[src/rtl/i2c_apb_master.sv]
`timescale 1ns/1ps
// I2C target that turns each received/sent data byte into one APB write/read at an auto-incrementing pointer.
// Latency: 3 clk pad-to-event, then 1 APB setup cycle plus access cycles until apb_pready.
// Backpressure: SCL is stretched from the byte's last falling edge until the APB result is on SDA.
module i2c_apb_master #(
    parameter logic [6:0] DEV_ADDR = 7'h50
) (
    input  logic       clk,
    input  logic       rst,
    input  logic       scl_in,
    input  logic       sda_in,
    output logic       scl_oe,
    output logic       sda_oe,
    output logic [6:0] apb_paddr,
    output logic       apb_pwrite,
    output logic       apb_pread,
    output logic       apb_penable,
    output logic [7:0] apb_pwdata,
    input  logic [7:0] apb_prdata,
    input  logic       apb_pready,
    input  logic       apb_pslverr,
    output logic       busy,
    output logic       err
);

    typedef enum logic [3:0] {
        S_IDLE, S_DEV_ADDR, S_DEV_ACK, S_REG_ADDR, S_REG_ACK, S_WR_DATA,
        S_WR_APB, S_WR_ACK, S_RD_APB, S_RD_SEND, S_RD_MACK, S_WAIT_STOP
    } state_t;

    state_t     state, state_nxt;
    logic [1:0] scl_sync, sda_sync;
    logic       scl_q, sda_q, scl_rise, scl_fall, start_det, stop_det;
    logic [3:0] bit_cnt, bit_cnt_nxt;
    logic [7:0] shift, shift_nxt;
    logic [6:0] ptr, ptr_nxt;
    logic       rw, rw_nxt, mack, mack_nxt, done, done_nxt;
    logic       pend_vld, pend_vld_nxt, pend_start, pend_start_nxt;
    logic       scl_oe_nxt, sda_oe_nxt, pwrite_nxt, pread_nxt, penable_nxt, busy_nxt, err_nxt;
    logic [6:0] paddr_nxt;
    logic [7:0] pwdata_nxt;
    logic       evt_go, evt_start, in_flight, apb_fin, byte_done;

    // Synchronizers idle high so a reset release never looks like bus activity
    always_ff @(posedge clk or negedge rst) begin
        if (!rst) begin
            scl_sync  <= 2'b11;
            sda_sync  <= 2'b11;
            scl_q     <= 1'b1;
            sda_q     <= 1'b1;
            scl_rise  <= 1'b0;
            scl_fall  <= 1'b0;
            start_det <= 1'b0;
            stop_det  <= 1'b0;
        end else begin
            scl_sync  <= {scl_sync[0], scl_in};
            sda_sync  <= {sda_sync[0], sda_in};
            scl_q     <= scl_sync[1];
            sda_q     <= sda_sync[1];
            scl_rise  <= scl_sync[1] & ~scl_q;
            scl_fall  <= ~scl_sync[1] & scl_q;
            start_det <= scl_sync[1] & scl_q & sda_q & ~sda_sync[1];
            stop_det  <= scl_sync[1] & scl_q & ~sda_q & sda_sync[1];
        end
    end

    always_ff @(posedge clk or negedge rst) begin
        if (!rst) begin
            state       <= S_IDLE;
            bit_cnt     <= '0;
            shift       <= '0;
            ptr         <= '0;
            rw          <= 1'b0;
            mack        <= 1'b0;
            done        <= 1'b0;
            pend_vld    <= 1'b0;
            pend_start  <= 1'b0;
            scl_oe      <= 1'b0;
            sda_oe      <= 1'b0;
            apb_paddr   <= '0;
            apb_pwrite  <= 1'b0;
            apb_pread   <= 1'b0;
            apb_penable <= 1'b0;
            apb_pwdata  <= '0;
            busy        <= 1'b0;
            err         <= 1'b0;
        end else begin
            state       <= state_nxt;
            bit_cnt     <= bit_cnt_nxt;
            shift       <= shift_nxt;
            ptr         <= ptr_nxt;
            rw          <= rw_nxt;
            mack        <= mack_nxt;
            done        <= done_nxt;
            pend_vld    <= pend_vld_nxt;
            pend_start  <= pend_start_nxt;
            scl_oe      <= scl_oe_nxt;
            sda_oe      <= sda_oe_nxt;
            apb_paddr   <= paddr_nxt;
            apb_pwrite  <= pwrite_nxt;
            apb_pread   <= pread_nxt;
            apb_penable <= penable_nxt;
            apb_pwdata  <= pwdata_nxt;
            busy        <= busy_nxt;
            err         <= err_nxt;
        end
    end

    always_comb begin
        state_nxt      = state;
        bit_cnt_nxt    = bit_cnt;
        shift_nxt      = shift;
        ptr_nxt        = ptr;
        rw_nxt         = rw;
        mack_nxt       = mack;
        done_nxt       = 1'b0;
        pend_vld_nxt   = pend_vld;
        pend_start_nxt = pend_start;
        scl_oe_nxt     = scl_oe;
        sda_oe_nxt     = sda_oe;
        paddr_nxt      = apb_paddr;
        pwrite_nxt     = apb_pwrite;
        pread_nxt      = apb_pread;
        penable_nxt    = apb_penable;
        pwdata_nxt     = apb_pwdata;
        busy_nxt       = busy;
        err_nxt        = 1'b0;
        evt_go         = 1'b0;
        evt_start      = 1'b0;
        byte_done      = scl_fall && (bit_cnt == 4'd8);
        apb_fin        = apb_penable & apb_pready;
        in_flight      = (apb_pwrite | apb_pread) & ~apb_fin;

        if ((state == S_DEV_ADDR || state == S_REG_ADDR || state == S_WR_DATA) && scl_rise) begin
            shift_nxt   = {shift[6:0], sda_q};
            bit_cnt_nxt = bit_cnt + 4'd1;
        end

        case (state)
            S_DEV_ADDR: if (byte_done) begin
                if (shift[7:1] == DEV_ADDR) begin
                    rw_nxt     = shift[0];
                    sda_oe_nxt = 1'b1;
                    busy_nxt   = 1'b1;
                    state_nxt  = S_DEV_ACK;
                end else begin
                    busy_nxt  = 1'b0;
                    state_nxt = S_WAIT_STOP;
                end
            end
            S_DEV_ACK: if (scl_fall) begin
                sda_oe_nxt = 1'b0;
                if (rw) begin
                    scl_oe_nxt = 1'b1;
                    pread_nxt  = 1'b1;
                    paddr_nxt  = ptr;
                    state_nxt  = S_RD_APB;
                end else begin
                    bit_cnt_nxt = '0;
                    state_nxt   = S_REG_ADDR;
                end
            end
            S_REG_ADDR: if (byte_done) begin
                if (shift[7]) begin
                    err_nxt   = 1'b1;
                    busy_nxt  = 1'b0;
                    state_nxt = S_WAIT_STOP;
                end else begin
                    ptr_nxt    = shift[6:0];
                    sda_oe_nxt = 1'b1;
                    state_nxt  = S_REG_ACK;
                end
            end
            S_REG_ACK, S_WR_ACK: if (scl_fall) begin
                sda_oe_nxt  = 1'b0;
                bit_cnt_nxt = '0;
                state_nxt   = S_WR_DATA;
            end
            S_WR_DATA: if (byte_done) begin
                scl_oe_nxt = 1'b1;
                pwrite_nxt = 1'b1;
                paddr_nxt  = ptr;
                pwdata_nxt = shift;
                state_nxt  = S_WR_APB;
            end
            S_WR_APB, S_RD_APB: begin
                if (apb_fin) begin
                    pwrite_nxt  = 1'b0;
                    pread_nxt   = 1'b0;
                    penable_nxt = 1'b0;
                    paddr_nxt   = '0;
                    pwdata_nxt  = '0;
                    if (pend_vld) begin
                        // A START/STOP arrived mid-transfer: drop the result and follow the bus
                        evt_go    = 1'b1;
                        evt_start = pend_start;
                    end else begin
                        done_nxt = 1'b1;
                        if (state == S_WR_APB) begin
                            if (apb_pslverr) begin
                                err_nxt = 1'b1;
                            end else begin
                                sda_oe_nxt = 1'b1;
                                ptr_nxt    = ptr + 7'd1;
                            end
                        end else if (apb_pslverr) begin
                            shift_nxt  = 8'hFF;
                            sda_oe_nxt = 1'b0;
                            err_nxt    = 1'b1;
                        end else begin
                            shift_nxt  = apb_prdata;
                            sda_oe_nxt = ~apb_prdata[7];
                            ptr_nxt    = ptr + 7'd1;
                        end
                    end
                end else if (apb_pwrite | apb_pread) begin
                    penable_nxt = 1'b1;
                end else if (done) begin
                    scl_oe_nxt  = 1'b0;
                    bit_cnt_nxt = '0;
                    state_nxt   = (state == S_WR_APB) ? S_WR_ACK : S_RD_SEND;
                end
            end
            S_RD_SEND: if (scl_fall) begin
                if (bit_cnt == 4'd7) begin
                    sda_oe_nxt = 1'b0;
                    state_nxt  = S_RD_MACK;
                end else begin
                    shift_nxt   = {shift[6:0], 1'b0};
                    sda_oe_nxt  = ~shift[6];
                    bit_cnt_nxt = bit_cnt + 4'd1;
                end
            end
            S_RD_MACK: begin
                if (scl_rise) begin
                    mack_nxt = ~sda_q;
                end
                if (scl_fall) begin
                    if (mack) begin
                        scl_oe_nxt = 1'b1;
                        pread_nxt  = 1'b1;
                        paddr_nxt  = ptr;
                        state_nxt  = S_RD_APB;
                    end else begin
                        busy_nxt  = 1'b0;
                        state_nxt = S_WAIT_STOP;
                    end
                end
            end
            default: ;
        endcase

        if (start_det || stop_det) begin
            if (in_flight) begin
                pend_vld_nxt   = 1'b1;
                pend_start_nxt = start_det;
            end else begin
                evt_go    = 1'b1;
                evt_start = start_det;
            end
        end

        if (evt_go) begin
            state_nxt    = evt_start ? S_DEV_ADDR : S_IDLE;
            bit_cnt_nxt  = '0;
            ptr_nxt      = ptr;
            err_nxt      = 1'b0;
            done_nxt     = 1'b0;
            pend_vld_nxt = 1'b0;
            scl_oe_nxt   = 1'b0;
            sda_oe_nxt   = 1'b0;
            pwrite_nxt   = 1'b0;
            pread_nxt    = 1'b0;
            penable_nxt  = 1'b0;
            paddr_nxt    = '0;
            pwdata_nxt   = '0;
            if (!evt_start) begin
                busy_nxt = 1'b0;
            end
        end
    end

endmodule

[config.mk]
export PLATFORM = sky130hd
export DESIGN_NAME = i2c_apb_master
export DESIGN_NICKNAME = d
export VERILOG_FILES = /design/src/rtl/i2c_apb_master.sv
export SDC_FILE = /design/constraint.sdc
export NUM_CORES = 1
export LEC_CHECK = 0
export CORE_MARGIN = 2
export CORE_UTILIZATION = 55
export DETAILED_ROUTE_END_ITERATION = 10
export PLACE_DENSITY = 0.76
export SLEW_MARGIN = 0
export SYNTH_ARGS = -nofsm -noshare
export SYNTH_HDL_FRONTEND = slang
export SYNTH_SLANG_ARGS = --single-unit
export TNS_END_PERCENT = 100
[constraint.sdc]
create_clock -name clk -period 3.9 [get_ports clk]
set_input_delay 1.17 -clock clk [delete_from_list [all_inputs] [get_ports clk]]
set_output_delay 1.17 -clock clk [all_outputs]
set_load 0.1 [all_outputs]
**Word-level counts from Yosys, hierarchy flattened**

Cells that the tools add are included.

- Word-level logic and storage cells: 235
- Output and inout bits: 22
- Input port bits: 14
- Register bits after elaboration: 60

- Bitwise gates (word level): 18
- Muxes and demuxes: 122
- Equal/unequal tests: 37
- Add/subtract/negate cells: 2
- Reduce and logical (&&, ||, !) cells: 30

Operators with widths:

| cell | count |
|---|---|
| $mux 4 | 26 |
| $mux 7 | 12 |
| $mux 8 | 10 |
| $mux 1 | 61 |
| $ne 3x3->1 const B | 16 |
| $pmux 4 s8 | 1 |
| $pmux 8 s2 | 2 |
| $pmux 7 s4 | 1 |
| $eq 4x3->1 const B | 5 |
| $eq 4x4->1 const B | 4 |
| $pmux 4 s4 | 1 |
| $pmux 7 s2 | 1 |
| $reduce_and 7->1 | 2 |
| $reduce_and 12->1 | 1 |
| $ne 2x2->1 const B | 5 |
| $reduce_and 10->1 | 1 |
| $and 1x1->1 | 9 |
| $reduce_and 9->1 | 1 |
| $reduce_bool 9->1 | 1 |
| $eq 4x2->1 const B | 2 |
| $not 1->1 | 8 |
| $reduce_and 2->1 | 4 |
| $reduce_bool 2->1 | 4 |
| $add 7x1->7 const B | 1 |
| other kinds (22) | 30 |

**Longest topological paths before layout**

- Depth after elaboration: 10
- Depth in mapped cells: 9

**Least setup slack after synthesis**

Ideal clock, no wire load.

- Path type: input to register
- Start: input apb_pready
- End: register apb_paddr[0]
- Path buffers: 2
- Data arrival time: 2740 ps
- Cell stages on the path: 7
- Slack: 1033 ps
- Path through: a2bb2oi_1 or2_2 clkbuf_1 o21a_1 buf_6 a211oi_4 mux2_4

- Longest elaborated chain between the ends: 7

Ends and longest elaborated chain:

| what | RTL line | source |
|---|---|---|
| start: declaration | 20 | `input logic apb_pready,` |
| $and 1x1->1 (*) | 131 | `apb_fin = apb_penable & apb_pready;` |
| $mux 1 or $not 1->1 (tied branches) | 187, 132 |  |
| $mux 1 or $and 1x1->1 (tied branches) | 139, 132 |  |
| $mux 1 | 254 | `if (in_flight) begin` |
| $mux 1 | 253 | `if (start_det \|\| stop_det) begin` |
| $ne 3x3->1 (no line) or $reduce_bool 5->1 (tied branches) | -- |  |
| $reduce_and 7->1 (no line) | -- |  |
| end signal: assignment | 99 | `apb_paddr <= paddr_nxt;` |
| end: declaration | 14 | `output logic [6:0] apb_paddr,` |

Mark *: on every way between the ends. The rest lies on a longest branch, timed or not.
A chain may end at the register's enable or synchronous reset.

**Worst setup path in the final report**

- Start: input apb_pready
- End: register apb_paddr[6]

The elaborated chain is that of the path after synthesis.

==> metrics <==
Yosys top cell by area=dfrtp_1; H-tree levels=3; Final ANT Viol Nets=0; pwr/cell area=536 nW/µm²; Antenna Cells=0; CP max stage cell=clkdlybuf4s50_1; Max Slew Vio Count=0; Core Footprint=5990 µm²; critical path peak fanout=10; Cell variety after synth=68; CP Cell Sequence=clkdlybuf4s50_1, a2bb2oi_1, or2_2, o21a_1, a211oi_4, buf_4, mux2i_1; Levels on crit path=7; die area=6950 µm²; critical path data arrival time=3350 ps; Post-synth top cells=dfrtp_1, nor2_1, nand2_1; hold_ws=357 ps; initial antenna violation count=0; CTS tree=yes; Main synth FF type=dfrtp_1; Die Y=83.3 µm; Setup CP Type=input pin to flop; period utilization=78.9%; Yosys warning count=0; post-synthesis register bit count=60; Vias/cell=6.57; number of DRC markers in iteration 0=317; total grt overflow=0; clk_skew=12.1 ps; WHS Path Cells=0; hold_buf cts=0; Peak VDD IR=0.370 mV; Worst-Margin Slew=1080 ps; largest net degree at the start of global routing=41; wire length per cell=19.7 µm; Filler cells=465; DIE WIDTH=83.3 µm; leak pwr=1.69 nW; final-report setup violation count=0; Fin. Hold Viols=0; DRT Pass-1 Iters=8; Worst slew margin=27.7%; Net Count, Synth=382; Setup crit start kind=input pin; most frequent cell after synthesis=dfrtp_1; maxcap violations=0; DRC Markers=0; CTS Buf Count=9; EDFF count, synth=0; largest stage delay on the critical path=580 ps; Final min period=3080 ps; r2r worst-path depth=6; RSZ-0062 raised after global routing=no; status=finished, final reports clean; starting density of the core=57.8%; largest cells by area after synthesis=dfrtp_1, dfstp_2, nor2_1; vias in the first global route=2876; post-synth top area share=39.0%; Root Buffer=clkbuf_8; WL final=9490 µm; via count=3162; nets@finish=418; pre-CTS setup slack=530 ps; CTS clock-pin slew for the worst setup and hold paths=80 ps; Ports=36; PnR worst setup slack=821 ps; worst-skew pair later-pin latency=340 ps; Hold Path Class=flop to flop; # clock sinks=60; element type at the critical path end=flop; std cell rows=28; Seq/Total Area, Yosys=43.6%; Post CTS Setup Buffer Count=0; TNS Setup=0 ps; synthesized area=3460 µm²; async set-or-reset flop fraction in the synthesized netlist=100%; cells after synthesis=365; syn avg cell area=9.49 µm²; Achievable Freq=325 MHz; crit path buf inv count=2; clock tree buffer depth=2; Post-CTS Resized=0; number of port buffers=35; area grow syn2layout=18.0%; Critical Path RT=4170 ps; global-route wire length before repair=15200 µm; GP Congestion=0.981; dpl hpwl=6460 µm; Tot GR Track Use=27.9%; proportion of layout cells with a drive suffix above 1=14.0%; Top delay family on crit path=compound AO/OA/AOI/OAI gates
==> cells by family (layout without fill, tap and decap cells) <==
family | Yosys count | in the layout | synth area share (%)
simple gates | 136 | 136 | 20.7
compound gates | 115 | 115 | 24.9
flops | 60 | 60 | 43.6
buf+inv | 33 | 74 | 4.30
mux | 13 | 13 | 4.16
fa+ha+maj | 4 | 4 | 1.37
xor+xnor | 4 | 4 | 1.01
==> final cells by class <==
cell class / count / area [µm²] / area share (%)
repair buffers: 45 / 398 / 9.74
clock buffers: 10 / 138 / 3.37
clock inverters: 6 / 93.8 / 2.30
well taps: 75 / 93.8 / 2.30
inverters: 13 / 48.8 / 1.19
multi-input cells: 272 / 1800 / 44.2
flip-flops and latches: 60 / 1510 / 36.9
==> placed cells by master (no fill, tap or decap), drive strengths merged, types with 4 or more instances in the layout <==
| cell | n |
|---|---|
| mux2 | 5 |
| o2bb2ai | 6 |
| o21ai | 19 |
| dfstp | 6 |
| nand3b | 5 |
| a221oi | 5 |
| nor3 | 13 |
| or3 | 4 |
| a22o | 11 |
| nand2 | 27 |
| inv | 15 |
| a21o | 4 |
| a211oi | 5 |
| dfrtp | 54 |
| clkbuf | 10 |
| nor2b | 8 |
| a21oi | 21 |
| mux2i | 8 |
| o21a | 5 |
| buf | 20 |
| nand3 | 9 |
| and3 | 4 |
| nor3b | 4 |
| a221o | 8 |
| nor2 | 36 |
| clkdlybuf4s50 | 25 |
==> state kept, by name, summed over array words and instances (netlist names), 2 cells and up <==
name        count
sda_sync        2
scl_sync        2
apb_pwdata      8
shift           8
bit_cnt         4
ptr             7
apb_paddr       7
state           4
==> layer usage <==
layer  GRT usage [%]  share of wire, %  vias to the layer above  routed length [µm]
met2            41.1                45                      174                4290
li1                -                 -                     1451                   -
met1            40.9                44                     1516                4170
met5               0                 0                        -                   0
met3            6.26               8.9                       21                 849
met4            8.94               1.9                        0                 184
==> worst paths after layout <==
check                                           end             startpoint  slack [ps]
hold / removal                scl_sync[1]$_DFF_PN1_  scl_sync[0]$_DFF_PN1_         360
max in group asynchronous     sda_sync[0]$_DFF_PN1_                    rst        2100
setup reg to reg           apb_paddr[6]$_DFFE_PN0P_   state[1]$_DFFE_PN0P_         950
min in group asynchronous      bit_cnt[0]$_DFF_PN0_                    rst         940
setup / recovery           apb_paddr[6]$_DFFE_PN0P_             apb_pready         820
hold reg to reg               scl_sync[1]$_DFF_PN1_  scl_sync[0]$_DFF_PN1_         360
==> power breakdown <==
group          internal, mW  leakage [nW]  total (mW)  switching [mW]
clock                 0.383         0.113       0.665           0.282
sequential            0.706         0.771       0.872           0.166
combinational         0.250         0.804       0.650           0.401
total                  1.34          1.69        2.19           0.849
==> stage by stage <==
stage / util [%] / cell area [µm²] / total power [mW] / std cells
4_1_cts: 68.2 / 4090 / 2.17 / 481
3_5_place_dp: 64.3 / 3850 / 1.51 / 465
3_3_place_gp: 64.3 / 3850 / 1.50 / 465
2_1_floorplan: - / 3460 / 1.33 / 365
6_report: 68.2 / 4090 / 2.19 / 481
5_1_grt: 68.2 / 4090 / 2.28 / 481
(Power assumes the default switching activity.)
==> RTL edit 1: new RTL, same flow settings <==
`shift` no longer has a reset.
--- a/src/rtl/i2c_apb_master.sv
+++ b/src/rtl/i2c_apb_master.sv
@@ -70,3 +70,2 @@
             bit_cnt     <= '0;
-            shift       <= '0;
             ptr         <= '0;
@@ -89,3 +88,2 @@
             bit_cnt     <= bit_cnt_nxt;
-            shift       <= shift_nxt;
             ptr         <= ptr_nxt;
@@ -106,2 +104,6 @@
         end
+    end
+
+    always_ff @(posedge clk) begin
+        shift <= shift_nxt;
     end
Formal check against the unedited RTL: same outputs for any inputs over 10 cycles, from zero or initial values and one cycle with rst low; that may be too few to reach the edited logic, so the function may still have changed.
==> RTL edit 1 against the unedited design <==
  * Design area decreased by 1.3%
  * Non-clock buffer count decreased by 2
  * Sequential cell count unchanged
  * Global-route usage rose by 0.44 points
  * Area after synthesis shrank 1.2%
  * Worst setup slack got worse by 0.067 ns
  * Wire length down 0.42%
  * Power is essentially flat
  * Critical path type unchanged
  * Critical endpoint is now ptr[5]$_DFFE_PN0P_
==> RTL edit 1: results (changes against the unedited design) <==
synth.area.top_cells: "dfrtp_1, dfxtp_1, dfstp_2"  # was dfrtp_1, dfstp_2, nor2_1
synth-seq-area-share_pct: 42.9  # was 43.6%
drive_above_1_share_pct: 13.6  # was 14.0%
cts_resized: 0  # unchanged
cts_max_path_buffers: 2  # unchanged
clk_pin_slew_ns: 0.07
max-slew-margin-rel_pct: 29.9  # was 27.7%
holdCritPathClass: "register to register"  # unchanged
antenna_found_initial: 0  # unchanged
cts_made_buffers: 9  # unchanged
post-cts-setup-buffer-count: 0  # unchanged
vias: 3135  # was 3162
power_leakage_nw: 1.64  # was 1.69 nW
port-buffer-count: 35  # unchanged
grt_pass1_wl_um: 15400  # was 15200 um
grt_pass1_vias: 2920  # was 2876
cts_max_level: 3  # unchanged
yosys_warnings: 0  # unchanged
worst_clock_skew_ns: 0.0123  # was 0.0121 ns
drt-met1-wl_um: 4500  # was 4170 um
clkLatencyLatePin_ns: 0.36  # was 0.34 ns
dr_wl_met2_um: 4160  # was 4290 um
dr_wl_met3_um: 603  # was 849 um
initialDrtViolationCount: 346  # was 317
ir_worst_vdd_v: 0.000318  # was 0.000370 V
gp_congestion: 0.983  # was 0.981
critPathArrivalTime_ns: 3.38  # was 3.35 ns
firstDrtPassIters: 6  # was 8
final_nets: 416  # was 418
fillers: 475  # was 465
synth_fp_nets: 382  # unchanged
grt_usage_pct: 28.3  # was 27.9%
diodes: 0  # unchanged
postRouteWirelength_um: 9450  # was 9490 um
highest_layer: "met4"  # unchanged
clockRootBuffer: "clkbuf_8"  # unchanged
yosys.cell_types.count: 69  # was 68
synthTopCellsByCount: "dfrtp_1, nor2_1, nand2_1"  # unchanged
grt_max_degree: 48  # was 41
top_regs: "apb_pwdata x8, shift x8"  # unchanged
hpwl_um: 6480  # was 6460 um
status: "finished, final reports clean"  # unchanged
synthArstFlopShare_pct: 86.7  # was 100%
holdBufCountCts: 0  # unchanged
critPathMaxFanout: 7  # was 10
[RTL edit 1: power breakdown]
group | switching, mW | internal, mW
combinational | 0.396 | 0.248
clock | 0.283 | 0.383
sequential | 0.171 | 0.708
[RTL edit 1: area by class of cell]
| type | instances | share of cell area (%) |
|---|---|---|
| clock buffers | 10 | 3.42 |
| repair buffers | 43 | 9.50 |
| well taps | 75 | 2.33 |
| clock inverters | 6 | 2.33 |
| flip-flops and latches | 60 | 36.4 |
| inverters | 13 | 1.21 |
| multi-input cells | 272 | 44.8 |
[RTL edit 1: metrics by stage]
stage               setup WS (ns)  hold slack (ns)  instances  total power [mW]  instance area (sq um)
global placement            0.547            0.346        463              1.51                   3800
floorplan                    1.03            0.345        365              1.33                   3420
finish                      0.754            0.358        479              2.19                   4030
detailed placement          0.468            0.349        463              1.51                   3800
global route                0.498            0.366        479              2.29                   4030
CTS                         0.838            0.359        479              2.18                   4030
[RTL edit 1: metal layers]
metal,global-route usage [%],vias to the layer above
met5,0,-
met4,9.69,0
met3,7.26,21
met2,40.9,125
met1,41.5,1541
li1,-,1448
[RTL edit 1: logic make-up (layout without fill, tap and decap cells)]
logic type / count (synthesis) / count (layout) / synth area share, %
multiplexers: 13 / 13 / 4.20
flip-flops: 60 / 60 / 42.9
AND/OR/NAND/NOR: 136 / 136 / 20.9
AO/OA/AOI/OAI: 115 / 115 / 25.2
buffers and inverters: 33 / 72 / 4.35
adder cells (fa/ha/maj): 4 / 4 / 1.39
XOR/XNOR: 4 / 4 / 1.02
[RTL edit 1: critical path: stages]
cell,delay [ns]
clkdlybuf4s50_1,0.50
a2bb2oi_1,0.40
nor2_1,0.24
a2111oi_2,0.72
o21ai_0,0.19
o2bb2ai_1,0.16
[RTL edit 1: worst paths after layout]
| path | slack (ns) | start | cells after the start | end |
|---|---|---|---|---|
| worst min register to register | 0.36 | scl_sync[0]$_DFF_PN1_ | 0 | scl_sync[1]$_DFF_PN1_ |
| min in group asynchronous | 0.99 | rst | 1 | bit_cnt[0]$_DFF_PN0_ |
| max in group asynchronous | 2.21 | rst | 2 | apb_pwrite$_DFFE_PN0P_ |
| worst max-delay path | 0.75 | apb_pready | 6 | ptr[5]$_DFFE_PN0P_ |
| worst max register to register | 0.92 | state[1]$_DFFE_PN0P_ | 5 | ptr[1]$_DFFE_PN0P_ |
| worst min-delay path | 0.36 | scl_sync[0]$_DFF_PN1_ | 0 | scl_sync[1]$_DFF_PN1_ |
==> RTL edit 2: new RTL, same flow settings <==
Made on the original files. Register the output `err` once more, with the module's reset; this adds one clock of latency there. The other outputs are not delayed to match.
--- a/src/rtl/i2c_apb_master.sv
+++ b/src/rtl/i2c_apb_master.sv
@@ -30,2 +30,4 @@
 
+    logic err_s0;
+
     state_t     state, state_nxt;
@@ -85,3 +87,3 @@
             busy        <= 1'b0;
-            err         <= 1'b0;
+            err_s0      <= 1'b0;
         end else begin
@@ -104,3 +106,3 @@
             busy        <= busy_nxt;
-            err         <= err_nxt;
+            err_s0      <= err_nxt;
         end
@@ -282,2 +284,10 @@
 
+    always_ff @(posedge clk or negedge rst) begin
+        if (!rst) begin
+            err <= '0;
+        end else begin
+            err <= err_s0;
+        end
+    end
+
 endmodule
Behaviour: no difference found for any inputs over 10 cycles, from zero or initial values and one cycle with rst low; that may be too few to reach the edited logic, so the function may still have changed.
==> RTL edit 2 against the unedited design <==
  * Critical path depth is 6 lower
  * Design area down 3.6%
  * Wire length shrank 13%
  * Sequential cell count rose by 1
  * Area after synthesis shrank 4.7%
  * Worst setup slack improved by 0.059 ns
  * Critical endpoint is now apb_pwdata[5]
  * Largest cell class unchanged
Power is not compared: it rests on default switching activity, and its combinational part moved more than twofold at a synthesized area within 25%.
==> RTL edit 2: results (changes against the unedited design) <==
status: "finished, final reports clean"  # unchanged
worstHoldEndpoint: "err$_DFF_PN0_"  # was scl_sync[1]$_DFF_PN1_
grt_pass1_vias: 2693  # was 2876
holdBufCountCts: 0  # unchanged
max_slew.worst_pin.slew_ns: 0.980  # was 1.08 ns
placed_cells: 463  # was 465
critPathArrivalTime_ns: 1.85  # was 3.35 ns
cts_max_level: 3  # unchanged
worst_clock_skew_ns: 0.0102  # was 0.0121 ns
synthXorXnorAreaFrac_pct: 0.796  # was 1.01%
gp_congestion: 0.970  # was 0.981
critPathMaxFanout: 2  # was 10
firstDrtPassIters: 6  # was 8
hpwl_um: 6040  # was 6460 um
finalSetupViolations: 0  # unchanged
initialDrtViolationCount: 363  # was 317
synth_fp_nets: 382  # unchanged
holdCritPathClass: "register to register"  # unchanged
grt_max_degree: 34  # was 41
slew_viol_final: 0  # unchanged
cp_top_family: "buffers and inverters"  # was compound AO/OA/AOI/OAI gates
r2r-end: "ptr[0]$_DFFE_PN0P_"  # was apb_paddr[6]$_DFFE_PN0P_
r2r_cells: 6  # unchanged
fin_crit_ns: 3.02  # was 3.08 ns
rr_startpoint: "state[1]$_DFFE_PN0P_"  # unchanged
synth-seq-area-share_pct: 46.5  # was 43.6%
synth.area.top_cells: "dfrtp_1, dfstp_2, nor2_1"  # unchanged
ir_worst_vdd_v: 0.000582
synth_mux_area_share_pct: 1.97  # was 4.16%
diodes: 0  # unchanged
grt_usage_pct: 27.0  # was 27.9%
whs_ns: 0.357  # about the same
power_leakage_nw: 1.67
port-buffer-count: 35  # unchanged
yosys.cell_types.count: 61  # was 68
instances_no_fill: 479  # was 481
place_area_sq_um: 3710  # was 3850 sq um
slowest_delay_ns: 1.15  # was 0.58 ns
rrSetupSlack_ns: 1.10  # was 0.95 ns
fillers: 440  # was 465
worstHoldPathCells: 0  # unchanged
cts_max_path_buffers: 2  # unchanged
cts_resized: 0  # unchanged
final_nets: 416  # was 418
synthTopCellsByCount: "dfrtp_1, nor2_1, a21oi_1"  # was dfrtp_1, nor2_1, nand2_1
synthAdderAreaFrac_pct: 1.14  # was 1.37%
vias_per_cell: 6.27  # was 6.57
slowest_stage: "clkdlybuf4s50_1"  # unchanged
yosys_warnings: 0  # unchanged
holdCritStartpoint: "err_s0$_DFF_PN0_"  # was scl_sync[0]$_DFF_PN1_
postRouteWirelength_um: 8290  # was 9490 um
cts_made_buffers: 9  # unchanged
drive_above_1_share_pct: 12.4  # was 14.0%
dp_slack_ns: 0.674  # was 0.530 ns
clockRootBuffer: "clkbuf_8"  # unchanged
synth_compound_area_share_pct: 24.2  # was 24.9%
post-cts-setup-buffer-count: 0  # unchanged
antenna_found_initial: 0  # unchanged
grt_pass1_wl_um: 13400  # was 15200 um
[RTL edit 2: how the worst max path moves through the flow]
stage,startpoint,end,cells after the start
finish,apb_pwdata[5]$_DFFE_PN0P_,apb_pwdata[5],1
global route,apb_pready,state[3]$_DFFE_PN0P_,6
CTS,sda_oe$_DFFE_PN0P_,sda_oe,1
detailed placement,apb_pready,state[0]$_DFFE_PN0P_,6
global placement,apb_pready,state[0]$_DFFE_PN0P_,7
floorplan,apb_pready,apb_pwdata[0]$_DFFE_PN0P_,6
[RTL edit 2: cell families after synthesis]
kind of cell,Yosys count
xor+xnor,3
buf+inv,33
fa+ha+maj,3
compound gates,120
simple gates,139
flops,61
mux,6
[RTL edit 2: routing by layer]
metal	global-route usage [%]	vias to the layer above	wire [um]
li1	-	1400	-
met1	38.2	1441	3630
met2	41.1	148	3900
met3	6.15	16	590
met4	9.32	0	166
met5	0	-	0
[RTL edit 2: power by group]
group	internal (mW)	switching [mW]	leakage [nW]
clock	0.376	0.251	0.112
sequential	0.816	0.250	0.774
combinational	0.568	1.08	0.779
total	1.76	1.58	1.67
[RTL edit 2: cell type report]
type | count | area (sq um) | share of cell area, %
inverter | 12 | 45.0 | 1.14
tap | 75 | 93.8 | 2.38
timing repair buffer | 44 | 410 | 10.4
multi-input combinational | 271 | 1630 | 41.4
clock buffer | 10 | 138 | 3.50
sequential | 61 | 1530 | 39.0
clock inverter | 6 | 86.3 | 2.19
